[config.mk]
export PLATFORM = sky130hd
export DESIGN_NAME = ifetch
export DESIGN_NICKNAME = d
export VERILOG_FILES = /design/src/rtl/ifetch.sv
export SDC_FILE = /design/constraint.sdc
export NUM_CORES = 1
export LEC_CHECK = 0
export CORE_ASPECT_RATIO = 1.4
export CORE_MARGIN = 2
export CORE_UTILIZATION = 35
export DETAILED_ROUTE_END_ITERATION = 7
export PLACE_DENSITY = 0.58
export SETUP_SLACK_MARGIN = 0.15
export SYNTH_ARGS = -nofsm -noshare
export SYNTH_HDL_FRONTEND = slang
export SYNTH_SLANG_ARGS = --single-unit
export TNS_END_PERCENT = 30
[constraint.sdc]
create_clock -name clk_i -period 10.7 [get_ports clk_i]
set_clock_uncertainty 0.2 [all_clocks]
set_input_delay 2.14 -clock clk_i [delete_from_list [all_inputs] [get_ports clk_i]]
set_output_delay 2.14 -clock clk_i [all_outputs]
set_load 0.005 [all_outputs]
[src/rtl/ifetch.sv]
// ---------------------------------------------------------------------------
// ifetch - instruction fetch stage
//
// This is the first pipeline stage. It masters a Wishbone-classic style
// 32-bit instruction bus, walks the PC and builds one-word (short) or
// two-word (long) instructions into a 64-bit instruction register for
// decode. It honours a downstream stall and a PC redirect.
//
// Ports:
//   clk_i        clock
//   rst_i        asynchronous active-high reset
//   stall_i      downstream stall; ir_o/pc_o hold while high
//   pc_set_i     redirect request (one-cycle pulse), beats stall and ack
//   pc_target_i  redirect byte address (bits [1:0] ignored)
//   bus_cyc_o    bus cycle active (same as bus_stb_o)
//   bus_stb_o    bus strobe
//   bus_adr_o    fetch byte address (word aligned)
//   bus_ack_i    bus acknowledge, bus_dat_i valid
//   bus_dat_i    bus read data
//   ir_o         instruction to decode: [31:0] first word, [63:32] second
//                word (0 for short); all-zero is a bubble
//   pc_o         byte address following the presented instruction
// ---------------------------------------------------------------------------
module ifetch #(
  parameter logic [31:0] RESET_VEC = 32'h0,
  parameter int          LONG_BIT  = 0
) (
  input  logic        clk_i,
  input  logic        rst_i,
  input  logic        stall_i,
  input  logic        pc_set_i,
  input  logic [31:0] pc_target_i,
  output logic        bus_cyc_o,
  output logic        bus_stb_o,
  output logic [31:0] bus_adr_o,
  input  logic        bus_ack_i,
  input  logic [31:0] bus_dat_i,
  output logic [63:0] ir_o,
  output logic [31:0] pc_o
);

  typedef enum logic [1:0] {
    S_FETCH1 = 2'd0,
    S_FETCH2 = 2'd1,
    S_HOLD   = 2'd2
  } state_t;

  state_t      r_state;
  state_t      w_state_nxt;
  // r_abort keeps the bus idle for one cycle after a redirect or reset so
  // that an access interrupted mid-flight is visibly dropped.
  logic        r_abort;
  logic [31:0] r_pc;
  logic [31:0] r_low;
  logic [63:0] r_buf_ir;
  logic [31:0] r_buf_pc;

  logic        w_ack;
  logic        w_long;
  logic        w_present;
  logic [63:0] w_instr;
  logic [31:0] w_pc_inc;
  logic        w_unused;

  // An ack only counts while we are actually strobing.
  assign w_ack     = bus_ack_i & bus_stb_o;
  assign w_long    = bus_dat_i[LONG_BIT];
  assign w_present = w_ack & (((r_state == S_FETCH1) & ~w_long) |
                              (r_state == S_FETCH2));
  assign w_instr   = (r_state == S_FETCH2) ? {bus_dat_i, r_low}
                                           : {32'h0, bus_dat_i};
  assign w_pc_inc  = r_pc + 32'd4;
  assign bus_adr_o = r_pc;
  assign w_unused  = ^pc_target_i[1:0];

  // State register
  always_ff @(posedge clk_i or posedge rst_i) begin
    if (rst_i) begin
      r_state <= S_FETCH1;
      r_abort <= 1'b1;
    end else begin
      r_state <= w_state_nxt;
      r_abort <= pc_set_i;
    end
  end

  // Next-state logic
  always_comb begin
    w_state_nxt = r_state;
    case (r_state)
      S_FETCH1: if (w_ack) begin
        if (w_long)       w_state_nxt = S_FETCH2;
        else if (stall_i) w_state_nxt = S_HOLD;
        else              w_state_nxt = S_FETCH1;
      end
      S_FETCH2: if (w_ack) w_state_nxt = stall_i ? S_HOLD : S_FETCH1;
      S_HOLD:   if (!stall_i) w_state_nxt = S_FETCH1;
      default:  w_state_nxt = S_FETCH1;
    endcase
    if (pc_set_i) w_state_nxt = S_FETCH1;
  end

  // Output logic
  always_comb begin
    bus_cyc_o = 1'b0;
    bus_stb_o = 1'b0;
    if (((r_state == S_FETCH1) || (r_state == S_FETCH2)) && !r_abort) begin
      bus_cyc_o = 1'b1;
      bus_stb_o = 1'b1;
    end
  end

  // PC, partial-instruction, stall buffer and decode-facing registers
  always_ff @(posedge clk_i or posedge rst_i) begin
    if (rst_i) begin
      r_pc     <= RESET_VEC;
      r_low    <= 32'h0;
      r_buf_ir <= 64'h0;
      r_buf_pc <= 32'h0;
      ir_o     <= 64'h0;
      pc_o     <= 32'h0;
    end else if (pc_set_i) begin
      r_pc     <= {pc_target_i[31:2], 2'b00};
      r_low    <= 32'h0;
      r_buf_ir <= 64'h0;
      r_buf_pc <= 32'h0;
      ir_o     <= 64'h0;
    end else begin
      if (w_ack) r_pc <= w_pc_inc;
      if (w_ack && (r_state == S_FETCH1) && w_long) r_low <= bus_dat_i;

      if (w_present) begin
        if (!stall_i) begin
          ir_o <= w_instr;
          pc_o <= w_pc_inc;
        end else begin
          r_buf_ir <= w_instr;
          r_buf_pc <= w_pc_inc;
        end
      end else if (!stall_i) begin
        // Release a buffered instruction, otherwise send a bubble.
        if (r_state == S_HOLD) begin
          ir_o <= r_buf_ir;
          pc_o <= r_buf_pc;
        end else begin
          ir_o <= 64'h0;
        end
      end
    end
  end

endmodule

* Word level (Yosys, flattened, before mapping)
Cells that the tools add are included.
** Cells by class
- Divide/modulo/power cells :: 0
- $add $sub $neg :: 1
- Multiply operators :: 0
- Bitwise gates (word level) :: 7
- Shift-type cells :: 0
- Eq/ne operators :: 6
- Magnitude comparators :: 0
- Reduce and logical (&&, ||, !) cells :: 14
- Mux-type cells :: 28
** Operators with widths (number)
- two-way mux 64 bit :: 9
- two-way mux 32 bit :: 11
- adder 32 x 3 -> 32 bit, second input constant :: 1
- two-way mux 2 bit :: 6
- nonzero test 2 bit :: 5
- inequality test 3 bit, second input constant :: 3
- one-hot mux 2 bit (3 select lines) :: 1
- AND reduction 3 bit :: 2
- bitwise AND 1 bit :: 3
- logical AND 1 bit :: 3
- NOT 1 bit :: 3
- == test 2 x 1 -> 1 bit, second input constant :: 1
- == test 2 bit, second input constant :: 1
- logical NOT 2 bit :: 1
- inequality test 2 x 1 -> 1 bit, second input constant :: 1
- AND reduction 2 bit :: 1
- logical NOT 1 bit :: 1
- logical OR 1 bit :: 1
- two-way mux 1 bit :: 1
- OR 1 bit :: 1
** Storage, ports and cells
- Word-level logic and storage cells :: 64
- Memory bits (read-only) :: 0
- Output and inout bits :: 130
- Bits of input ports :: 69
- Flip-flop bits (word level) :: 259
- Bits in writable memories :: 0
- Bits in latches :: 0
- Memories kept :: 0

* Longest topological paths before layout
Gate-level depths: netlist of the first run.
- Depth in word-level cells :: 9
- Depth in mapped cells :: 9

* Worst setup path before layout of the first run
No wires, ideal clock.
- Kind :: in2reg
- From :: input port bus_ack_i
- To :: register pc_o[24]
- Library setup time :: 0.131 ns
- Path slack :: 6.989 ns
- Data required time :: 10.369 ns
- Arrival time :: 3.380 ns
- Cell stages on the path :: 7
- Buffers on the path :: 2
- Path through :: nor3b_2 and3_1 buf_2 nor2_1 buf_2 a22oi_1 o21ai_0
** Between the ends
- Cells in the longest elaborated chain, start to end :: 4
- Elaborated cells on any way between the ends :: 5
** Ends and longest elaborated chain
- start, declared :: RTL line 36 : input logic bus_ack_i,
- bitwise AND 1 bit (*) :: RTL line 66 : assign w_ack = bus_ack_i & bus_stb_o;
- bitwise AND 1 bit (*) :: RTL line 68 : assign w_present = w_ack & (((r_state == S_FETCH1) & ~w_long) |
- nonzero test 2 bit (no line)
- AND reduction 3 bit (no line)
- end signal, assigned :: RTL line 135 : pc_o <= w_pc_inc;
- end signal, assigned :: RTL line 144 : pc_o <= r_buf_pc;
- end, declared :: RTL line 39 : output logic [31:0] pc_o
Every way passes the cells marked *; elsewhere a longest branch is shown, timed or not.
A chain may end at the register's enable or synchronous reset.

* Worst setup path in the final report of the first run
- From :: input port bus_ack_i
- To :: register ir_o[62]
** Between the ends
- Cells in the longest elaborated chain, start to end :: 4
** Ends and longest elaborated chain
- bitwise AND 1 bit :: RTL line 66
- bitwise AND 1 bit :: RTL line 68
- two-way mux 64 bit :: RTL line 132 : if (w_present) begin
- two-way mux 64 bit :: RTL line 122 : end else if (pc_set_i) begin
- end signal, assigned :: RTL line 134 : ir_o <= w_instr;
- end signal, assigned :: RTL line 143 : ir_o <= r_buf_ir;
- end, declared :: RTL line 38 : output logic [63:0] ir_o,
Every way passes these cells.

==> run_results.csv, run 1 <==
group,metric,value,unit
timing,rsz0062_at_grt,"false",
synthesis,synthTopCellsByCount,"dfrtp_1, nand2_1, o21ai_0, a22o_1",
critical_path,required,10900,ps
clock_tree,cts.sink_count,255,
timing,tightestPinTransition,1150,ps
global_route,grt_pass1_vias,9624,
synthesis,yosys.area.top_type,"dfrtp_1",
finish,antenna_cells,0,
finish,finalNonFillerCells,1791,
route,num_vias,9413,
clock_tree,cts_tree,"built",
critical_path,arrival,5200,ps
clock_tree,clk_pin_slew,60,ps
timing,setup_viol,0,
power_and_ir_drop,swShare,0.258,
global_route,antenna_found_initial,0,
finish,syn_to_final_growth,26.4,%
synthesis,seq_area_frac_synth,0.538,
power_and_ir_drop,pwr-share-comb,0.122,
die,pin_count,199,
route,drt_wl_total,35900,um
synthesis,ys_types,54,
synthesis,synth_edf_count,0,
run_status,status,"finished, final reports clean",
finish,fin_nets,1395,
synthesis,synth_top_area_frac,0.535,
synthesis,yosysWarnings,0,
die,die-area,0.0354,mm2
power_and_ir_drop,power_density,158,mW/mm2
power_and_ir_drop,p_sw,0.611,mW
route,drcViolationCount,0,
power_and_ir_drop,vdd_drop_max,0.000123,V
die,die_h,222,um
power_and_ir_drop,p_leak,6.52,nW
synthesis,synth-async-reset-ratio,1.00,
synthesis,syn_inst,1188,
critical_path,cp-start-kind,"input pin",
clock_tree,worstSkewPairLatency,560,ps
die,initial_core_util,0.356,
global_route,grtUsageTotal,0.202,
synthesis,avgSynthCellArea,9.99,um2
placed_design,gp_congestion,0.880,
synthesis,synthFlopType,"dfrtp_1",
timing,fmax,200,MHz
die,design.core.area,0.0333,mm2
critical_path,crit_family,"simple AND/OR/NAND/NOR gates",
clock_tree,post_cts_buffers,0,
finish,multi_input_area,0.00502,mm2
run,cap_violations,0,
placed_design,dp_hpwl,23000,um
placed_design,placed_cells,1740,
power_and_ir_drop,finalPower,2.37,mW
timing,drv_slew,0,
route,wire_per_inst,20.0,um
finish,layout-drive-gt1-share,0.0684,
critical_path,worstPathCellList,"clkdlybuf4s50_1 -> nor3b_2 -> nand2_2 -> buf_4 -> and2_1 -> a31oi_1 -> o21ai_0",
synthesis,synth-seq-cells,255,
clock_tree,cts_resized,0,
route,ant_nets,0,
critical_path,cpPeakStageDelay,810,ps
global_route,grt_max_degree,192,
power_and_ir_drop,clkPwrFrac,0.427,
route,drt_first_pass_iters,5,
clock_tree,root_buffer,"clkbuf_16",
placed_design,port_buffers,194,
synthesis,synth.most_common_cell,"dfrtp_1",
critical_path,end_kind,"register",
power_and_ir_drop,seq_power_share,0.451,
timing,tns,0,ps
clock_tree,holdBufCountCts,0,
clock_tree,numCtsBuffers,28,
timing,post-route-min-period,4990,ps
die,dieWidth,160,um
power_and_ir_drop,p_int,1.76,mW
global_route,grt_pass1_wl,56800,um
route,vias_per_cell,5.26,
timing,hold_viol_final,0,
finish,nFillCells,3171,
worst_hold_path,hold_class,"register to register",
critical_path,crit_type,"input pin to register",
timing,maxSlewHeadroom,0.231,
clock_tree,cts_max_level,1,
route,drt_iter0_drc,587,
clock_tree,clockBufferDepth,3,
timing,finalCritPeriodShare,0.467,
die,std_cell_rows,79,
critical_path,crit_slowest_cell,"nor3b_2",
critical_path,path_buf_inv,2,
finish,seq_area,0.00638,mm2
global_route,gr-total-overflow,0,
synthesis,yosys-top-cells-area,"dfrtp_1, o21ai_0, nand2_1",
synthesis,syn_area,0.0119,mm2
critical_path,path_max_fanout,45,
## stage by stage
stage	utilization	setup slack [ps]	instance area, um2	hold WS, ps
floorplan	-	1350	11900	242
global placement	0.421	5080	14000	253
detailed placement	0.421	5080	14000	263
CTS	0.451	5650	15000	277
global route	0.451	5560	15000	295
finish	0.451	5710	15000	272
## layout make-up
cell class / instances / area share
tap: 445 / 0.0371
timing repair buffer: 207 / 0.136
sequential: 255 / 0.425
inverter: 7 / 0.00225
clock inverter: 13 / 0.0108
multi-input combinational: 826 / 0.334
clock buffer: 38 / 0.0539
## logic make-up after synthesis
kind of cell    after synthesis  share of synthesized area
other cells                   1                   0.000316
flops                       255                      0.538
compound gates              325                      0.170
fa+ha+maj                     1                    0.00105
buf+inv                     108                     0.0450
xor+xnor                     54                     0.0398
simple gates                392                      0.162
mux                          52                     0.0440
## registers in the layout, summed over array words and instances, names as in the netlist
register	cells
ir_o	64
r_buf_ir	64
r_low	32
pc_o	31
r_buf_pc	31
bus_adr_o	30
r_state	2
r_abort	1
## final timing paths
path                               from            to  slack [ps]  cells past startpoint
setup / recovery              bus_ack_i      ir_o[62]        5710                      7
hold / removal             r_buf_pc[16]  r_buf_pc[16]         270                      2
setup reg to reg             r_state[1]      ir_o[62]        7190                      6
hold reg to reg            r_buf_pc[16]  r_buf_pc[16]         270                      2
max in group asynchronous         rst_i   r_buf_ir[7]        6960                      3
min in group asynchronous         rst_i      ir_o[62]        1860                      2
## worst reg2reg max path, cell delays in order (launching register included)
cell	delay [ps]
dfrtp_1	570
nor3b_2	880
nand2_2	710
buf_4	510
and2_1	260
a31oi_1	140
o21ai_0	90
## metal layers
layer | wire [um] | share of wire | vias up | GRT usage
li1 | - | - | 4446 | -
met1 | 14900 | 0.41 | 4665 | 0.251
met2 | 17900 | 0.50 | 242 | 0.350
met3 | 1760 | 0.049 | 60 | 0.0340
met4 | 1330 | 0.037 | 0 | 0.0786
met5 | 0 | 0 | - | 0
## power groups by stage
stage / clock network (mW) / registers, mW / logic (mW)
3_5_place_dp: 0 / 1.08 / 0.295
2_1_floorplan: 0 / 1.07 / 0.143
6_report: 1.01 / 1.07 / 0.288
4_1_cts: 1.04 / 1.07 / 0.296
5_1_grt: 1.08 / 1.07 / 0.317
3_3_place_gp: 0 / 1.08 / 0.291
## cells in the final DEF (no fill, tap or decap), types with 7 or more instances in the layout
cell and n:
nand3_1 32, and2_1 11, a221oi_1 23, clkdlybuf4s50_1 192, nand2_1 174, clkbuf_16 28, dfrtp_1 254, xor2_1 30
a31oi_1 9, o21ai_0 151, nor3_1 36, buf_4 14, clkbuf_8 7, a21oi_1 43, mux2i_1 51, a22oi_1 8
xnor2_1 24, o21ai_1 9, nor2b_1 25, nand4_1 11, nor2_1 57, a22o_1 62, and3_1 15
Power figures use the tool's default switching activity.
==> run 2, diff against run 1 <==
==> constraint.sdc (replaced) <==
create_clock -name clk_i -period 5.1 [get_ports clk_i]
set_clock_uncertainty 0.2 [all_clocks]
set_input_delay 1.02 -clock clk_i [delete_from_list [all_inputs] [get_ports clk_i]]
set_output_delay 1.02 -clock clk_i [all_outputs]
set_load 0.005 [all_outputs]
==> run 2 against run 1 <==
Compared with the run above: sequential power increased by 110%; die area unchanged; sequential cell count unchanged.
==> run_results.csv, run 2 (synthesis results as in run 1) <==
group,metric,value,unit
run_status,status,"finished, final reports clean",
clock_tree,clockBufferDepth,3,
critical_path,cpPeakStageDelay,550,ps
route,wire_per_inst,20.1,um
finish,layout-drive-gt1-share,0.0745,
timing,drv_slew,0,
clock_tree,cts.sink_count,255,
critical_path,arrival,3650,ps
timing,worst_slack,1680,ps
finish,syn_to_final_growth,27.1,%
finish,fin_nets,1405,
timing,maxSlewHeadroom,0.252,
clock_tree,root_buffer,"clkbuf_16",
clock_tree,clk_pin_slew,60,ps
critical_path,crit_slowest_cell,"clkdlybuf4s50_1",
route,drcViolationCount,0,
die,die_h,222,um
route,num_vias,9536,
global_route,grt_max_degree,74,
run,cap_violations,0,
global_route,grt_pass1_vias,9704,
worst_hold_path,hold_path_depth,2,
finish,layout_common_cells,"dfrtp_1, clkdlybuf4s50_1, nand2_1, o21ai_0, a22o_1",
critical_path,crit_type,"input pin to register",
clock_tree,holdBufCountCts,0,
global_route,antenna_found_initial,1,
placed_design,port_buffers,194,
finish,final_common_cell,"dfrtp_1",
clock_tree,cts_max_level,1,
global_route,grtUsageTotal,0.205,
placed_design,dp_hpwl,23700,um
route,vias_per_cell,5.29,
clock_tree,numCtsBuffers,28,
timing,fmax,292,MHz
timing,setup_viol,0,
timing,post-route-min-period,3420,ps
critical_path,crit_family,"simple AND/OR/NAND/NOR gates",
critical_path,regToRegSetupSlack,2050,ps
clock_tree,post_cts_buffers,0,
critical_path,required,5330,ps
route,ant_nets,0,
route,drt_wl_total,36200,um
critical_path,end_kind,"register",
global_route,grt_pass1_wl,57700,um
route,drt_iter0_drc,521,
clock_tree,cts_resized,0,
placed_design,dp_slack,1110,ps
die,pin_count,199,
critical_path,path_max_fanout,44,
timing,finalCritPeriodShare,0.671,
die,die-area,0.0354,mm2
clock_tree,worstSkewPairLatency,550,ps
power_and_ir_drop,vdd_drop_max,0.000219,V
clock_tree,cts_tree,"built",
timing,hold_viol_final,0,
global_route,gr-total-overflow,0,
die,initial_core_util,0.356,
critical_path,r2r_cells,7,
route,drt_first_pass_iters,5,
critical_path,worstSetupPathDepth,6,
die,design.core.area,0.0333,mm2
timing,tightestPinTransition,1120,ps
worst_hold_path,hold_class,"register to register",
critical_path,path_buf_inv,2,
finish,reg.largest.list,"ir_o: 64 flops, r_buf_ir: 64 flops, r_low: 32 flops",
power_and_ir_drop,power_density,331,mW/mm2
die,dieWidth,160,um
timing,tns,0,ps
die,std_cell_rows,79,
placed_design,gp_congestion,0.864,
critical_path,worstPathCellList,"clkdlybuf4s50_1 -> or3b_4 -> nor2_2 -> a21oi_4 -> buf_4 -> a22o_1",
timing,rsz0062_at_grt,"false",
critical_path,cp-start-kind,"input pin",
power_and_ir_drop,p_leak,6.55,nW
-- run 2: area by class of cell --
type,instances,area [um2]
clock inverter,14,184
sequential,255,6380
inverter,7,30.0
fill,3238,18200
multi-input combinational,826,5020
tap,445,557
timing repair buffer,217,2120
clock buffer,36,792
antenna,1,2.50
-- run 2: worst register-to-register path, cell delays in order, from the launching register on --
cell and delay, ps:
dfrtp_1 560, nand2b_2 270, buf_4 360, nor2_2 170
buf_4 340, and2_1 500, buf_4 370, a22o_1 210
-- run 2: path summary, 6_finish.rpt --
check                              from            to
min in group asynchronous         rst_i      ir_o[41]
max in group asynchronous         rst_i      ir_o[17]
hold reg to reg            r_buf_pc[16]  r_buf_pc[16]
setup reg to reg             r_state[1]  r_buf_ir[61]
hold / removal             r_buf_pc[16]  r_buf_pc[16]
setup / recovery              bus_ack_i  r_buf_ir[61]
-- run 2: metal layers --
metal  global-route usage  routed length (um)  part of all wire
met2                0.358               18200              0.50
met4               0.0724                1160             0.032
met3               0.0372                2140             0.059
met1                0.255               14700              0.41
met5                    0                  11           0.00030
-- run 2: stage by stage --
stage | util | hold WS, ps | power [mW] | std cells | area [um2]
floorplan | - | 242 | 2.54 | 1189 | 11900
CTS | 0.453 | 277 | 5.07 | 1800 | 15100
detailed placement | 0.424 | 263 | 2.90 | 1750 | 14100
global route | 0.453 | 287 | 5.20 | 1800 | 15100
finish | 0.453 | 274 | 4.99 | 1801 | 15100
global placement | 0.424 | 255 | 2.89 | 1750 | 14100
-- run 2: report_power, final --
part	switching (mW)	internal (mW)	leakage (nW)
Clock	0.849	1.30	0.471
Sequential	0.113	2.13	3.45
Combinational	0.313	0.298	2.63
Total	1.27	3.72	6.55
==> run 3, diff against run 2 <==
--- a/config.mk
+++ b/config.mk
@@ -9,7 +9,7 @@
 export CORE_MARGIN = 2
 export CORE_UTILIZATION = 35
 export DETAILED_ROUTE_END_ITERATION = 7
-export PLACE_DENSITY = 0.58
+export PLACE_DENSITY = 0.61
 export SETUP_SLACK_MARGIN = 0.15
 export SYNTH_ARGS = -nofsm -noshare
 export SYNTH_HDL_FRONTEND = slang
==> constraint.sdc (replaced) <==
create_clock -name clk_i -period 2.9 [get_ports clk_i]
set_clock_uncertainty 0.2 [all_clocks]
set_input_delay 0.58 -clock clk_i [delete_from_list [all_inputs] [get_ports clk_i]]
set_output_delay 0.58 -clock clk_i [all_outputs]
set_load 0.005 [all_outputs]
==> run 3 against run 2 <==
Compared with the run above: clock power grew 62%; global-route usage is 0.49 points lower; routed wire length shrank 1.5%; sequential cell count unchanged; critical path depth is 3 lower; power grew 71%; via count increased by 1.2%; sequential power is 75% higher; non-clock buffer count grew 33; combinational power up 83%; final cell count is 1.7% higher; highest routed layer is now met4.
==> run_results.csv, run 3 (synthesis results as in run 1) <==
group,metric,value,unit
critical_path,end_kind,"output port",
route,drt_iter0_drc,565,
power_and_ir_drop,finalPower,8.53,mW
finish,layout-drive-gt1-share,0.0960,
finish,antenna_cells,0,
clock_tree,cts.sink_count,255,
clock_tree,clockBufferDepth,3,
route,highest_layer,"met4",
critical_path,r2r_start,"r_state[0]",
timing,fmax,380,MHz
finish,fin_nets,1437,
die,initial_core_util,0.356,
finish,nFillCells,3204,
route,drt_wl_total,35700,um
placed_design,port_buffers,194,
finish,final_core_util,0.461,
critical_path,required,2120,ps
critical_path,worstPathCellList,"buf_4 -> nor2_2 -> clkdlybuf4s50_1",
worst_hold_path,hold_class,"input pin to async pin",
die,dieWidth,160,um
critical_path,r2r_cells,3,
clock_tree,post_cts_buffers,0,
placed_design,gp_congestion,0.890,
timing,hold_viol_final,0,
critical_path,crit_family,"buffers and inverters",
clock_tree,cts_max_level,1,
run_status,status,"finished, final reports clean",
finish,reg.largest.list,"ir_o: 64 flops, r_buf_ir: 64 flops, r_low: 32 flops",
finish,final_common_cell,"dfrtp_1",
critical_path,worstSetupPathDepth,3,
timing,post-route-min-period,2630,ps
finish,syn_to_final_growth,29.3,%
critical_path,arrival,1850,ps
route,drt_first_pass_iters,5,
clock_tree,cts_resized,0,
power_and_ir_drop,vdd_drop_max,0.000488,V
power_and_ir_drop,power_density,556,mW/mm2
route,wl_met3,1760,um
clock_tree,numCtsBuffers,27,
route,vias_per_cell,5.27,
critical_path,path_max_fanout,13,
finish,multi_input_area,0.00502,mm2
clock_tree,holdBufCountCts,0,
global_route,grt_pass1_wl,56700,um
route,drcViolationCount,0,
global_route,antenna_found_initial,0,
global_route,grt_max_degree,71,
die,design.core.area,0.0333,mm2
finish,seq_area,0.00638,mm2
critical_path,path_buf_inv,2,
clock_tree,worstSkewPairLatency,540,ps
die,die_h,222,um
global_route,gr-total-overflow,0,
route,wire_per_inst,19.5,um
die,std_cell_rows,79,
run,cap_violations,0,
route,wl_met1,14200,um
timing,finalCritPeriodShare,0.908,
critical_path,crit_slowest_cell,"clkdlybuf4s50_1",
route,num_vias,9649,
finish,layout_common_cells,"dfrtp_1, clkdlybuf4s50_1, nand2_1, o21ai_0, a22o_1",
global_route,grtUsageTotal,0.201,
critical_path,cp-start-kind,"register",
timing,maxSlewHeadroom,0.278,
die,pin_count,199,
clock_tree,root_buffer,"clkbuf_16",
power_and_ir_drop,p_leak,6.72,nW
critical_path,regToRegSetupSlack,470,ps
route,ant_nets,0,
die,die-area,0.0354,mm2
clock_tree,cts_tree,"built",
route,wl_met2,17900,um
critical_path,timing.critical_path.from,"r_state[1]",
timing,drv_slew,0,
global_route,grt_pass1_vias,9654,
placed_design,dp_hpwl,24400,um
timing,tightestPinTransition,1080,ps
clock_tree,clk_pin_slew,70,ps
timing,setup_viol,0,
critical_path,crit_type,"register to output port",
critical_path,cpPeakStageDelay,530,ps
timing,rsz0062_at_grt,"false",
[run 3: final cells by class]
class	count	area share
clock buffer	38	0.0519
clock inverter	10	0.00644
inverter	7	0.00196
multi-input combinational	826	0.327
sequential	255	0.416
tap	445	0.0363
timing repair buffer	250	0.161
[run 3: worst reg2reg max path, delay by kind of cell, from the launching register on]
family / cells / cell delay, ps
simple gates: 1 / 250
flops: 1 / 750
compound gates: 2 / 1170
[run 3: final timing paths]
kind | to
hold / removal | r_low[30]
setup / recovery | bus_stb_o
max in group asynchronous | bus_adr_o[2]
setup reg to reg | r_low[23]
min in group clk_i | r_buf_pc[11]
hold reg to reg | r_buf_pc[11]
[run 3: power breakdown]
part           leakage (nW)  switching (mW)  internal, mW
clock network         0.445            1.47          2.01
logic                  2.83           0.563         0.559
registers              3.45           0.193          3.74
total                  6.72            2.23          6.31
[run 3: stage by stage]
stage | worst slack (ps) | setup TNS (ps) | hold WS [ps] | instance area (um2) | std cells
2_1_floorplan | -1240 | -314500 | 242 | 11900 | 1189
3_3_place_gp | 3.86 | 0 | 256 | 14500 | 1783
3_5_place_dp | -31.7 | -412 | 264 | 14500 | 1783
4_1_cts | 172 | 0 | 201 | 15300 | 1831
5_1_grt | 218 | 0 | 211 | 15400 | 1831
6_report | 266 | 0 | 195 | 15400 | 1831
[run 3: routing by layer]
layer  GRT usage  vias to the layer above
met4      0.0962                        0
met2       0.348                      287
li1            -                     4522
met1       0.243                     4775
met3      0.0312                       65
met5           0                        -
